$ cat config.mk
export PLATFORM = sky130hd
export DESIGN_NAME = modport_dut
export DESIGN_NICKNAME = d
export VERILOG_FILES = /design/src/rtl/modport_dut_pkg.sv /design/src/rtl/modport_dut_regfile.sv /design/src/rtl/modport_dut.sv
export SDC_FILE = /design/constraint.sdc
export NUM_CORES = 1
export LEC_CHECK = 0
export BUFFER_PORTS_ARGS = -buffer_cell sky130_fd_sc_hd__buf_4
export CELL_PAD_IN_SITES_DETAIL_PLACEMENT = 1
export CELL_PAD_IN_SITES_GLOBAL_PLACEMENT = 2
export CORE_AREA = 5 5 99 101
export DETAILED_ROUTE_END_ITERATION = 10
export DIE_AREA = 0 0 104 106
export PLACE_DENSITY_LB_ADDON = 0.1
export SLEW_MARGIN = 5
export SYNTH_ARGS = -nofsm -noshare
export SYNTH_HDL_FRONTEND = slang
export SYNTH_SLANG_ARGS = --single-unit
$ cat constraint.sdc
create_clock -name clk -period 8.7 [get_ports clk]
set_input_delay 0.87 -clock clk [delete_from_list [all_inputs] [get_ports clk]]
set_output_delay 0.87 -clock clk [all_outputs]
set_load 0.01 [all_outputs]
$ cat src/rtl/modport_dut_pkg.sv
// Shared widths, command encodings and the legality check for the modport_dut
// command slave.
package modport_dut_pkg;

   localparam int DEPTH     = 16;
   localparam int W         = 4;
   localparam int ERR_CNT_W = 8;

   typedef enum logic [3:0] {
      CMD_NOP   = 4'd0,
      CMD_WRITE = 4'd1,
      CMD_READ  = 4'd2,
      CMD_CLEAR = 4'd3,
      CMD_INCR  = 4'd4
   } cmd_e;

   // Any code outside the known set, including X/Z in simulation, is illegal.
   function automatic logic is_legal(input logic [W-1:0] cmd);
      case (cmd)
         CMD_NOP, CMD_WRITE, CMD_READ, CMD_CLEAR, CMD_INCR: return 1'b1;
         default:                                           return 1'b0;
      endcase
   endfunction

endpackage

$ cat src/rtl/modport_dut_regfile.sv
// 16 x 4 register array: one synchronous write port, one registered read
// port, plus a combinational view of the addressed entry for read-modify-write.
module modport_dut_regfile
   import modport_dut_pkg::*;
(
   input  logic         clk,
   input  logic         rst,
   input  logic [W-1:0] adr_i,
   input  logic         wr_en_i,
   input  logic [W-1:0] wr_data_i,
   input  logic         rd_en_i,
   output logic [W-1:0] cur_data_o,
   output logic [W-1:0] rdata_o
);

   logic [W-1:0] mem_q [DEPTH];
   logic [W-1:0] rdata_q;

   // NOTE: the array is small and must read back as zero after reset, so it is
   // built from resettable flops rather than a RAM macro.
   always_ff @(posedge clk) begin
      if (rst) begin
         for (int i = 0; i < DEPTH; i++) begin
            mem_q[i] <= '0;
         end
         rdata_q <= '0;
      end else begin
         // NOTE: non-blocking assignments keep every flop sampling pre-edge
         // values, so a same-cycle read sees the old entry.
         if (wr_en_i) begin
            mem_q[adr_i] <= wr_data_i;
         end
         if (rd_en_i) begin
            rdata_q <= mem_q[adr_i];
         end
      end
   end

   assign cur_data_o = mem_q[adr_i];
   assign rdata_o    = rdata_q;

endmodule

$ cat src/rtl/modport_dut.sv
// Command-decoding slave: decodes one command per clock, drives the register
// file, and reports illegal commands with a pulse and a saturating count.
module modport_dut
   import modport_dut_pkg::*;
(
   input  logic                 clk,
   input  logic                 rst,
   input  logic [W-1:0]         cmd,
   input  logic [W-1:0]         adr,
   input  logic [W-1:0]         data,
   output logic [W-1:0]         rdata,
   output logic                 rvalid,
   output logic                 err,
   output logic [ERR_CNT_W-1:0] err_cnt
);

   logic                 wr_en;
   logic [W-1:0]         wr_data;
   logic                 rd_en;
   logic [W-1:0]         cur_data;
   logic                 rvalid_d, rvalid_q;
   logic                 err_d, err_q;
   logic [ERR_CNT_W-1:0] err_cnt_d, err_cnt_q;

   // NOTE: every combinational output is defaulted first so no path through
   // the case leaves a signal unassigned and infers a latch.
   always_comb begin
      wr_en     = 1'b0;
      wr_data   = data;
      rd_en     = 1'b0;
      rvalid_d  = 1'b0;
      err_d     = 1'b0;
      err_cnt_d = err_cnt_q;
      case (cmd)
         CMD_WRITE: wr_en = 1'b1;
         CMD_READ: begin
            rd_en    = 1'b1;
            rvalid_d = 1'b1;
         end
         CMD_CLEAR: begin
            wr_en   = 1'b1;
            wr_data = '0;
         end
         CMD_INCR: begin
            wr_en   = 1'b1;
            wr_data = cur_data + data;   // carry out of the 4-bit sum is dropped
         end
         default: ;
      endcase
      if (!is_legal(cmd)) begin
         err_d = 1'b1;
         if (err_cnt_q != '1) begin
            err_cnt_d = err_cnt_q + ERR_CNT_W'(1);
         end
      end
   end

   always_ff @(posedge clk) begin
      if (rst) begin
         rvalid_q  <= 1'b0;
         err_q     <= 1'b0;
         err_cnt_q <= '0;
      end else begin
         rvalid_q  <= rvalid_d;
         err_q     <= err_d;
         err_cnt_q <= err_cnt_d;
      end
   end

   modport_dut_regfile u_regfile (
      .clk        (clk),
      .rst        (rst),
      .adr_i      (adr),
      .wr_en_i    (wr_en),
      .wr_data_i  (wr_data),
      .rd_en_i    (rd_en),
      .cur_data_o (cur_data),
      .rdata_o    (rdata)
   );

   assign rvalid  = rvalid_q;
   assign err     = err_q;
   assign err_cnt = err_cnt_q;

endmodule

==> flow_summary.json, run 1 <==
{
  "worst_pin_slew_ns": 0.8317,
  "drc": 0,
  "numPortBuffers": 27,
  "grt-ovfl-total": 0,
  "hold_depth": 2,
  "num_antenna_cells": 0,
  "cts_tree": "yes",
  "yosysMostFrequentCell": "edfxtp_1",
  "nFillCells": 972,
  "drtIter0Drc": 90,
  "crit-reg2reg-launch": "u_regfile.mem_q[14][1]",
  "cp_slowest_cell": "nand3_1",
  "dieArea_mm2": 0.01102,
  "ant_nets": 0,
  "synth-async-reset-ratio": 0,
  "chipWidth_um": 104,
  "coreArea_mm2": 0.008934,
  "cts.htree.levels": 3,
  "finalSetupTns_ns": 0,
  "antenna_found_initial": 0,
  "path_clk_slew_ns": 0.08,
  "crit_start": "adr[0]",
  "slew_headroom": 0.4454,
  "nNetsFinal": 345,
  "multi_input_area_mm2": 0.001434,
  "cpPeakStageDelay_ns": 0.59,
  "grt_usage": 0.1805,
  "r2r_end": "u_regfile.mem_q[14][3]",
  "path_max_fanout": 23,
  "drt_wl_total_mm": 9.393,
  "yosysWarnings": 0,
  "critPathCapture": "u_regfile.mem_q[14][3]",
  "grt_pass1_vias": 2627,
  "synth_fp_nets": 324,
  "grt_pass1_wl_mm": 15.39,
  "synth-edff-count": 64,
  "post_cts_resized": 0,
  "critPathLaunchType": "input port",
  "cts_sinks": 78,
  "cts_root_buffer": "clkbuf_8",
  "ys.flop_type": "edfxtp_1",
  "cp_top_family": "multiplexers",
  "cp_data_arrival_time_ns": 4.15,
  "wl_per_cell_um": 21.25,
  "worst_ep_required_time_ns": 8.85,
  "area_delta_synth_final_pct": 11.19,
  "cts_buffers": 9,
  "reg2regPathDepth": 8,
  "hold_ws_ns": 0.4892,
  "first_pass_iters": 4,
  "synth.area.top_cells": "edfxtp_1 51%, mux4_2 10%, dfxtp_1 7.5%",
  "status": "finished clean",
  "reg2reg_slack_ns": 5.21,
  "seq_area_mm2": 0.002202,
  "initial_core_util": 0.4192,
  "cp.buffers_inverters": 1,
  "grt_max_degree": 32,
  "period_minus_slack_ns": 3.999,
  "pin_count": 28,
  "post-route-period-util": 0.4597,
  "slew_violations": 0,
  "cap_violations": 0,
  "crit_chain": "buf_4, mux4_2, mux4_2, ha_1, a21o_1, a21oi_1, xor2_1, nand3_1, a31oi_1",
  "fin_skew_ns": 0.01030,
  "drive_above_1_share": 0.1813,
  "cts_setup_buffers": 0,
  "syn_area_mm2": 0.003745,
  "path_depth": 9,
  "vias": 2470,
  "die_h_um": 106,
  "vias_per_cell": 5.588,
  "yosys-top-cells-count": "64 x edfxtp_1, 62 x nor2_1, 24 x nand2_1",
  "synth.top_cell.area_share": 0.5132,
  "ys_seq_elements": 78,
  "clockBufferDepth": 2,
  "row_count": 35,
  "dp_hpwl_mm": 6.633,
  "finalSetupViolations": 0,
  "holdCritPathClass": "reg2reg",
  "synth_top_area_cell": "edfxtp_1",
  "yosysSeqAreaShare": 0.5880,
  "synthCells": 305,
  "critPathMostFrequentCell": "mux4_2",
  "finalHoldViolCount": 0,
  "place_congestion": 0.7618,
  "cp-end-kind": "register",
  "rsz0062_at_grt": "no",
  "power_density_mw_per_mm2": 175.4,
  "clk_latency_ns": 0.35,
  "synth.distinct_cells": 33,
  "syn_avg_cell_area_um2": 12.28,
  "p_leak_nw": 1.478,
  "critPathKind": "in2reg",
  "fmax_ghz": 0.2500,
  "ir_drop_mv": 0.06609,
  "hold_buffers": 0
}
## flip-flops by register name, summed over array words and instances (netlist names)
| signal | flops |
|---|---|
| u_regfile.mem_q | 64 |
| err_cnt | 8 |
| u_regfile.rdata_o | 4 |
| err | 1 |
| rvalid | 1 |
## layout by cell type, fill, tap and decap left out, types with 2 or more instances in the layout
cell,n
edfxtp_1,64
nor2_1,62
buf_4,29
nand2_1,24
mux4_2,17
nand2b_1,17
a31oi_1,16
dfxtp_1,14
nand3_1,9
clkbuf_8,9
a21oi_1,8
o21ai_0,7
nor2b_1,5
nor3_1,5
xnor2_1,5
inv_1,4
nor3b_1,4
mux2i_1,4
ha_1,4
or3_1,3
clkinv_1,3
o221ai_1,2
xor2_1,2
mux4_1,2
clkinv_2,2
## routing by layer
| layer | track usage | wire (µm) | vias to the layer above |
|---|---|---|---|
| met1 | 0.2339 | 4184 | 1270 |
| met2 | 0.3115 | 4854 | 28 |
| li1 | - | - | 1162 |
| met4 | 0.04163 | 88 | 0 |
| met5 | 0 | 0 | - |
| met3 | 0.03764 | 265 | 10 |
## metrics by stage
step	util	std cells	instance area, µm²	setup slack (ns)	total power (W)
finish	0.4661	442	4164	4.701	0.0007306
global route	0.4661	442	4164	4.533	0.0007609
CTS	0.4657	442	4160	4.666	0.0007377
detailed placement	0.4482	426	4004	4.318	0.0005099
global placement	0.4482	426	4004	4.539	0.0005081
floorplan	-	305	3745	4.731	0.0004790
## power breakdown
| part | leakage, nW | switching (W) | total, W | internal [W] |
|---|---|---|---|---|
| combinational | 0.618 | 0.0000469 | 0.0000789 | 0.0000320 |
| clock | 0.0786 | 0.000131 | 0.000231 | 0.0000999 |
| sequential | 0.781 | 0.00000623 | 0.000421 | 0.000415 |
## final cells by class
class,count,area share
multi-input combinational,204,0.3444
sequential,78,0.5288
clock buffer,10,0.03065
tap,111,0.03335
clock inverter,6,0.006911
inverter,4,0.003606
timing repair buffer,29,0.05228
## logic make-up after synthesis
kind of cell             synth area share
AND/OR/NAND/NOR                    0.1587
flip-flops                         0.5880
XOR/XNOR                          0.01637
adder cells (fa/ha/maj)           0.01871
AO/OA/AOI/OAI                     0.06115
multiplexers                       0.1270
buffers and inverters             0.03007
## worst min path at each step
stage	slack [ns]	end	startpoint
floorplan	0.50	u_regfile.rdata_o[3]	u_regfile.rdata_o[3]
global placement	0.47	u_regfile.rdata_o[3]	u_regfile.rdata_o[3]
detailed placement	0.47	u_regfile.rdata_o[2]	u_regfile.rdata_o[2]
CTS	0.49	u_regfile.rdata_o[0]	u_regfile.rdata_o[0]
global route	0.52	u_regfile.rdata_o[1]	u_regfile.rdata_o[1]
finish	0.49	u_regfile.rdata_o[0]	u_regfile.rdata_o[0]
## worst reg2reg max path, cell delays in order, from the launching register on
cell	delay [ns]
edfxtp_1	0.43
mux4_2	0.47
mux4_2	0.52
ha_1	0.29
a21o_1	0.16
a21oi_1	0.17
xor2_1	0.19
nand3_1	0.59
a31oi_1	0.48
(Power assumes the default switching activity.)
==> inputs of run 2 (changes only) <==
Settings changed: CORE_AREA 5 5 99 101 to 5 5 107 109, DIE_AREA 0 0 104 106 to 0 0 112 114.
Clock period 8.7 ns to 3.36 ns, I/O delays scaled along.
==> flow_summary.json, run 2 (synthesis results as in run 1) <==
{
  "layout_common_cells": "64 x edfxtp_1, 62 x nor2_1, 34 x buf_4",
  "cts_buffers": 9,
  "critPathKind": "reg2reg",
  "cp-end-kind": "register",
  "design_area_mm2": 0.004325,
  "p_sw_w": 0.0004768,
  "row_count": 38,
  "status": "finished clean",
  "antenna_found_initial": 0,
  "place_congestion": 0.7530,
  "cts_sinks": 78,
  "numPortBuffers": 27,
  "pin_count": 28,
  "wl_per_cell_um": 19.80,
  "largest-register": "u_regfile.mem_q",
  "cts_setup_buffers": 0,
  "p_int_w": 0.001551,
  "place_area_mm2": 0.004124,
  "hold_ws_ns": 0.2606,
  "hold_buffers": 0,
  "finalHoldViolCount": 0,
  "slew_violations": 0,
  "final_core_util": 0.4116,
  "chipWidth_um": 112,
  "drc": 0,
  "final_common_cell": "edfxtp_1",
  "first_pass_iters": 4,
  "cts_root_buffer": "clkbuf_8",
  "cts_tree": "yes",
  "p_leak_nw": 1.540,
  "cts.htree.levels": 3,
  "grt_pass1_vias": 2595,
  "worst_ep_required_time_ns": 3.55,
  "p_sw_frac": 0.2352,
  "rsz0062_at_grt": "no",
  "finalSetupViolations": 0,
  "cp_data_arrival_time_ns": 3.19,
  "grt_max_degree": 32,
  "drive_above_1_share": 0.2041,
  "critPathLaunchType": "register",
  "nNetsFinal": 352,
  "ant_nets": 0,
  "die_h_um": 114,
  "drt_wl_total_mm": 9.464,
  "vias_per_cell": 5.228,
  "vias": 2499,
  "initial_core_util": 0.3564,
  "grt_pass1_wl_mm": 15.12,
  "combPwrFrac": 0.108,
  "path_max_fanout": 8,
  "dieArea_mm2": 0.01277,
  "nFillCells": 1133,
  "fin_skew_ns": 0.008933,
  "ir_drop_mv": 0.2243,
  "area_delta_synth_final_pct": 15.50,
  "finalSetupTns_ns": 0,
  "num_antenna_cells": 0,
  "seq_area_mm2": 0.002202,
  "grt_usage": 0.1568,
  "slew_headroom": 0.4638,
  "drtIter0Drc": 88,
  "holdCritPathClass": "in2reg",
  "cap_violations": 0,
  "power.share.clock": 0.355,
  "power_density_mw_per_mm2": 468.7,
  "period_minus_slack_ns": 2.999,
  "total_power_w": 0.002027,
  "post-route-period-util": 0.8926,
  "grt-ovfl-total": 0,
  "largest_reg_flops": 64,
  "dp_hpwl_mm": 6.765,
  "multi_input_area_mm2": 0.001436,
  "path_clk_slew_ns": 0.08,
  "fmax_ghz": 0.3334,
  "pwr-share-seq": 0.537,
  "clk_latency_ns": 0.34,
  "worst_pin_slew_ns": 0.8044,
  "post_cts_resized": 0,
  "clockBufferDepth": 2,
  "coreArea_mm2": 0.01051
}
-- run 2: power by group through the flow --
stage | clock (W) | combinational (W) | sequential, W
after floorplan | 0 | 0.000136 | 0.00111
after global placement | 0 | 0.000220 | 0.00111
after detailed placement | 0 | 0.000222 | 0.00111
after CTS | 0.000738 | 0.000223 | 0.00109
after global routing | 0.000787 | 0.000238 | 0.00109
final | 0.000719 | 0.000218 | 0.00109
-- run 2: layout make-up --
class,instances,area share
sequential,78,0.5091
inverter,4,0.003471
multi-input combinational,204,0.3321
tap,140,0.04050
clock buffer,13,0.03674
timing repair buffer,36,0.06827
clock inverter,3,0.009835
-- run 2: stage by stage --
| step | worst slack [ns] | std cells |
|---|---|---|
| 4_1_cts | 0.3480 | 478 |
| 3_3_place_gp | 0.02200 | 462 |
| 3_5_place_dp | -0.03340 | 462 |
| 6_report | 0.3609 | 478 |
| 5_1_grt | 0.2575 | 478 |
| 2_1_floorplan | 0.02688 | 305 |
-- run 2: layer usage --
metal	vias to the layer above	wire length, µm	track usage
met4	0	112	0.04327
met1	1281	4355	0.2088
li1	1174	-	-
met2	36	4771	0.2626
met5	-	0	0
met3	8	224	0.03236
-- run 2: final timing paths --
check	start	endpoint	slack [ns]	depth (start not counted)
setup reg to reg	u_regfile.mem_q[3][1]	u_regfile.mem_q[4][3]	0.36	9
hold reg to reg	u_regfile.rdata_o[2]	u_regfile.rdata_o[2]	0.49	2
hold / removal	cmd[3]	err	0.26	3
setup / recovery	u_regfile.mem_q[3][1]	u_regfile.mem_q[4][3]	0.36	9
-- run 2: worst max-delay path, stage by stage, from the launching register on --
cell and delay, ns:
edfxtp_1 0.43, mux4_2 0.49, mux4_2 0.51, ha_1 0.29, a21o_1 0.15, a21oi_1 0.16
xor2_1 0.10, or3_1 0.35, buf_4 0.19, a31oi_1 0.16
==> inputs of run 3 (changes only) <==
Settings changed: CORE_AREA 5 5 107 109 to 2 2 99 101, DIE_AREA 0 0 112 114 to 0 0 101 103.
Clock period 3.36 ns to 3.02 ns, I/O delays scaled along.
==> flow_summary.json, run 3 (synthesis results as in run 1) <==
{
  "status": "finished clean",
  "grt_usage": 0.1962,
  "chipWidth_um": 101,
  "pin_count": 28,
  "reg2regPathDepth": 9,
  "fmax_ghz": 0.3365,
  "drc": 0,
  "ir_drop_mv": 0.1967,
  "dp_hpwl_mm": 6.643,
  "finalHoldViolCount": 0,
  "largest_reg_flops": 64,
  "worst_pin_slew_ns": 0.8087,
  "clk_latency_ns": 0.35,
  "fin_skew_ns": 0.009320,
  "vias_per_cell": 5.458,
  "vias": 2538,
  "drtIter0Drc": 124,
  "largest-register": "u_regfile.mem_q",
  "antenna_found_initial": 0,
  "path_max_fanout": 16,
  "critPathKind": "reg2reg",
  "wl_met1_mm": 4.266,
  "holdCritPathClass": "in2reg",
  "hold_buffers": 0,
  "grt_pass1_wl_mm": 14.95,
  "reg2reg_slack_ns": 0.05,
  "clockBufferDepth": 2,
  "place_congestion": 0.7697,
  "final_common_cell": "edfxtp_1",
  "dieArea_mm2": 0.01040,
  "cts_tree": "yes",
  "period_minus_slack_ns": 2.972,
  "hp-start": "cmd[3]",
  "cpPeakStageDelay_ns": 0.54,
  "grt_max_degree": 32,
  "total_power_w": 0.002178,
  "design_area_mm2": 0.004506,
  "initial_core_util": 0.3959,
  "area_delta_synth_final_pct": 20.31,
  "met2_length_mm": 4.678,
  "first_pass_iters": 4,
  "wl_per_cell_um": 20.25,
  "cp.buffers_inverters": 4,
  "die_h_um": 103,
  "dr_wl_met3_um": 305,
  "routed.top_layer": "met4",
  "coreArea_mm2": 0.009459,
  "nFillCells": 984,
  "finalSetupViolations": 0,
  "layout_common_cells": "64 x edfxtp_1, 60 x nor2_1, 42 x buf_4",
  "drive_above_1_share": 0.2764,
  "drt_wl_total_mm": 9.417,
  "place_area_mm2": 0.004195,
  "cp_slowest_cell": "mux4_2",
  "finalSetupTns_ns": 0,
  "post-route-period-util": 0.9841,
  "crit-reg2reg-launch": "u_regfile.mem_q[15][1]",
  "hold_depth": 3,
  "grt_pass1_vias": 2673,
  "cts_sinks": 78,
  "ant_nets": 0,
  "cp-end-kind": "register",
  "crit_chain": "mux4_2, mux4_2, buf_4, buf_4, inv_2, fa_1, a221o_1, buf_12, nor2_1",
  "slew_violations": 0,
  "cts_buffers": 9,
  "final_core_util": 0.4763,
  "worst_ep_required_time_ns": 3.21,
  "cp_top_family": "multiplexers",
  "hold_ws_ns": 0.2242,
  "power_density_mw_per_mm2": 483.4,
  "row_count": 36,
  "path_clk_slew_ns": 0.08,
  "cp_data_arrival_time_ns": 3.17,
  "slew_headroom": 0.4609,
  "cts.htree.levels": 3,
  "cap_violations": 0,
  "numPortBuffers": 27,
  "critPathLaunchType": "register",
  "rsz0062_at_grt": "yes",
  "cts_root_buffer": "clkbuf_8",
  "grt-ovfl-total": 0,
  "p_leak_nw": 1.603,
  "nNetsFinal": 365,
  "r2r_end": "u_regfile.mem_q[2][1]",
  "whs_endpoint": "err",
  "num_antenna_cells": 0
}
run 3: timing repair:
| item | 4_1_cts | 5_1_grt |
|---|---|---|
| gates cloned | 1 | 1 |
| pin swaps | 1 | 2 |
| gates resized for setup | 4 | 14 |
| endpoints found under the setup margin | 9 | 18 |
| buffers inserted | 1 | 0 |
run 3: where the power goes:
part | internal, W | total (W) | switching, W | leakage [nW]
combinational | 0.000124 | 0.000275 | 0.000151 | 0.736
clock | 0.000317 | 0.000691 | 0.000373 | 0.0861
sequential | 0.00119 | 0.00121 | 0.0000174 | 0.781
total | 0.00164 | 0.00218 | 0.000542 | 1.60
run 3: worst register-to-register path, cell delays in order, from the launching register on:
cell and delay, ns:
edfxtp_1 0.39, mux4_2 0.50, mux4_2 0.54, buf_4 0.16, buf_4 0.13, inv_2 0.05
fa_1 0.41, a221o_1 0.36, buf_12 0.17, nor2_1 0.12
run 3: area by class of cell:
class	instances	area, µm²	share of cell area
tap	114	142.6	0.03166
inverter	4	15.01	0.003332
multi-input combinational	204	1560	0.3463
sequential	78	2202	0.4888
clock inverter	4	22.52	0.004999
timing repair buffer	49	417.9	0.09275
clock buffer	12	145.1	0.03221
run 3: worst max-delay path by stage:
stage | depth (start not counted) | startpoint | slack [ns] | to
3_5_place_dp | 11 | adr[0] | -0.25 | u_regfile.mem_q[13][3]
5_1_grt | 9 | u_regfile.mem_q[14][1] | -0.02 | u_regfile.mem_q[3][3]
6_report | 9 | u_regfile.mem_q[15][1] | 0.05 | u_regfile.mem_q[2][1]
3_3_place_gp | 11 | adr[0] | -0.18 | u_regfile.mem_q[12][3]
4_1_cts | 9 | u_regfile.mem_q[15][1] | 0.04 | u_regfile.mem_q[2][1]
2_1_floorplan | 13 | adr[0] | -0.06 | u_regfile.mem_q[11][3]
run 3: stage by stage:
stage,setup slack (ns),cells
final,0.04795,465
after global routing,-0.01865,465
after CTS,0.03925,464
after detailed placement,-0.2471,446
after global placement,-0.1782,446
after floorplan,-0.05696,305
run 3: metal layers:
layer,global-route usage,vias to the layer above
met5,0,-
met4,0.07588,0
met3,0.04068,13
met2,0.3236,31
met1,0.2566,1289
li1,-,1205
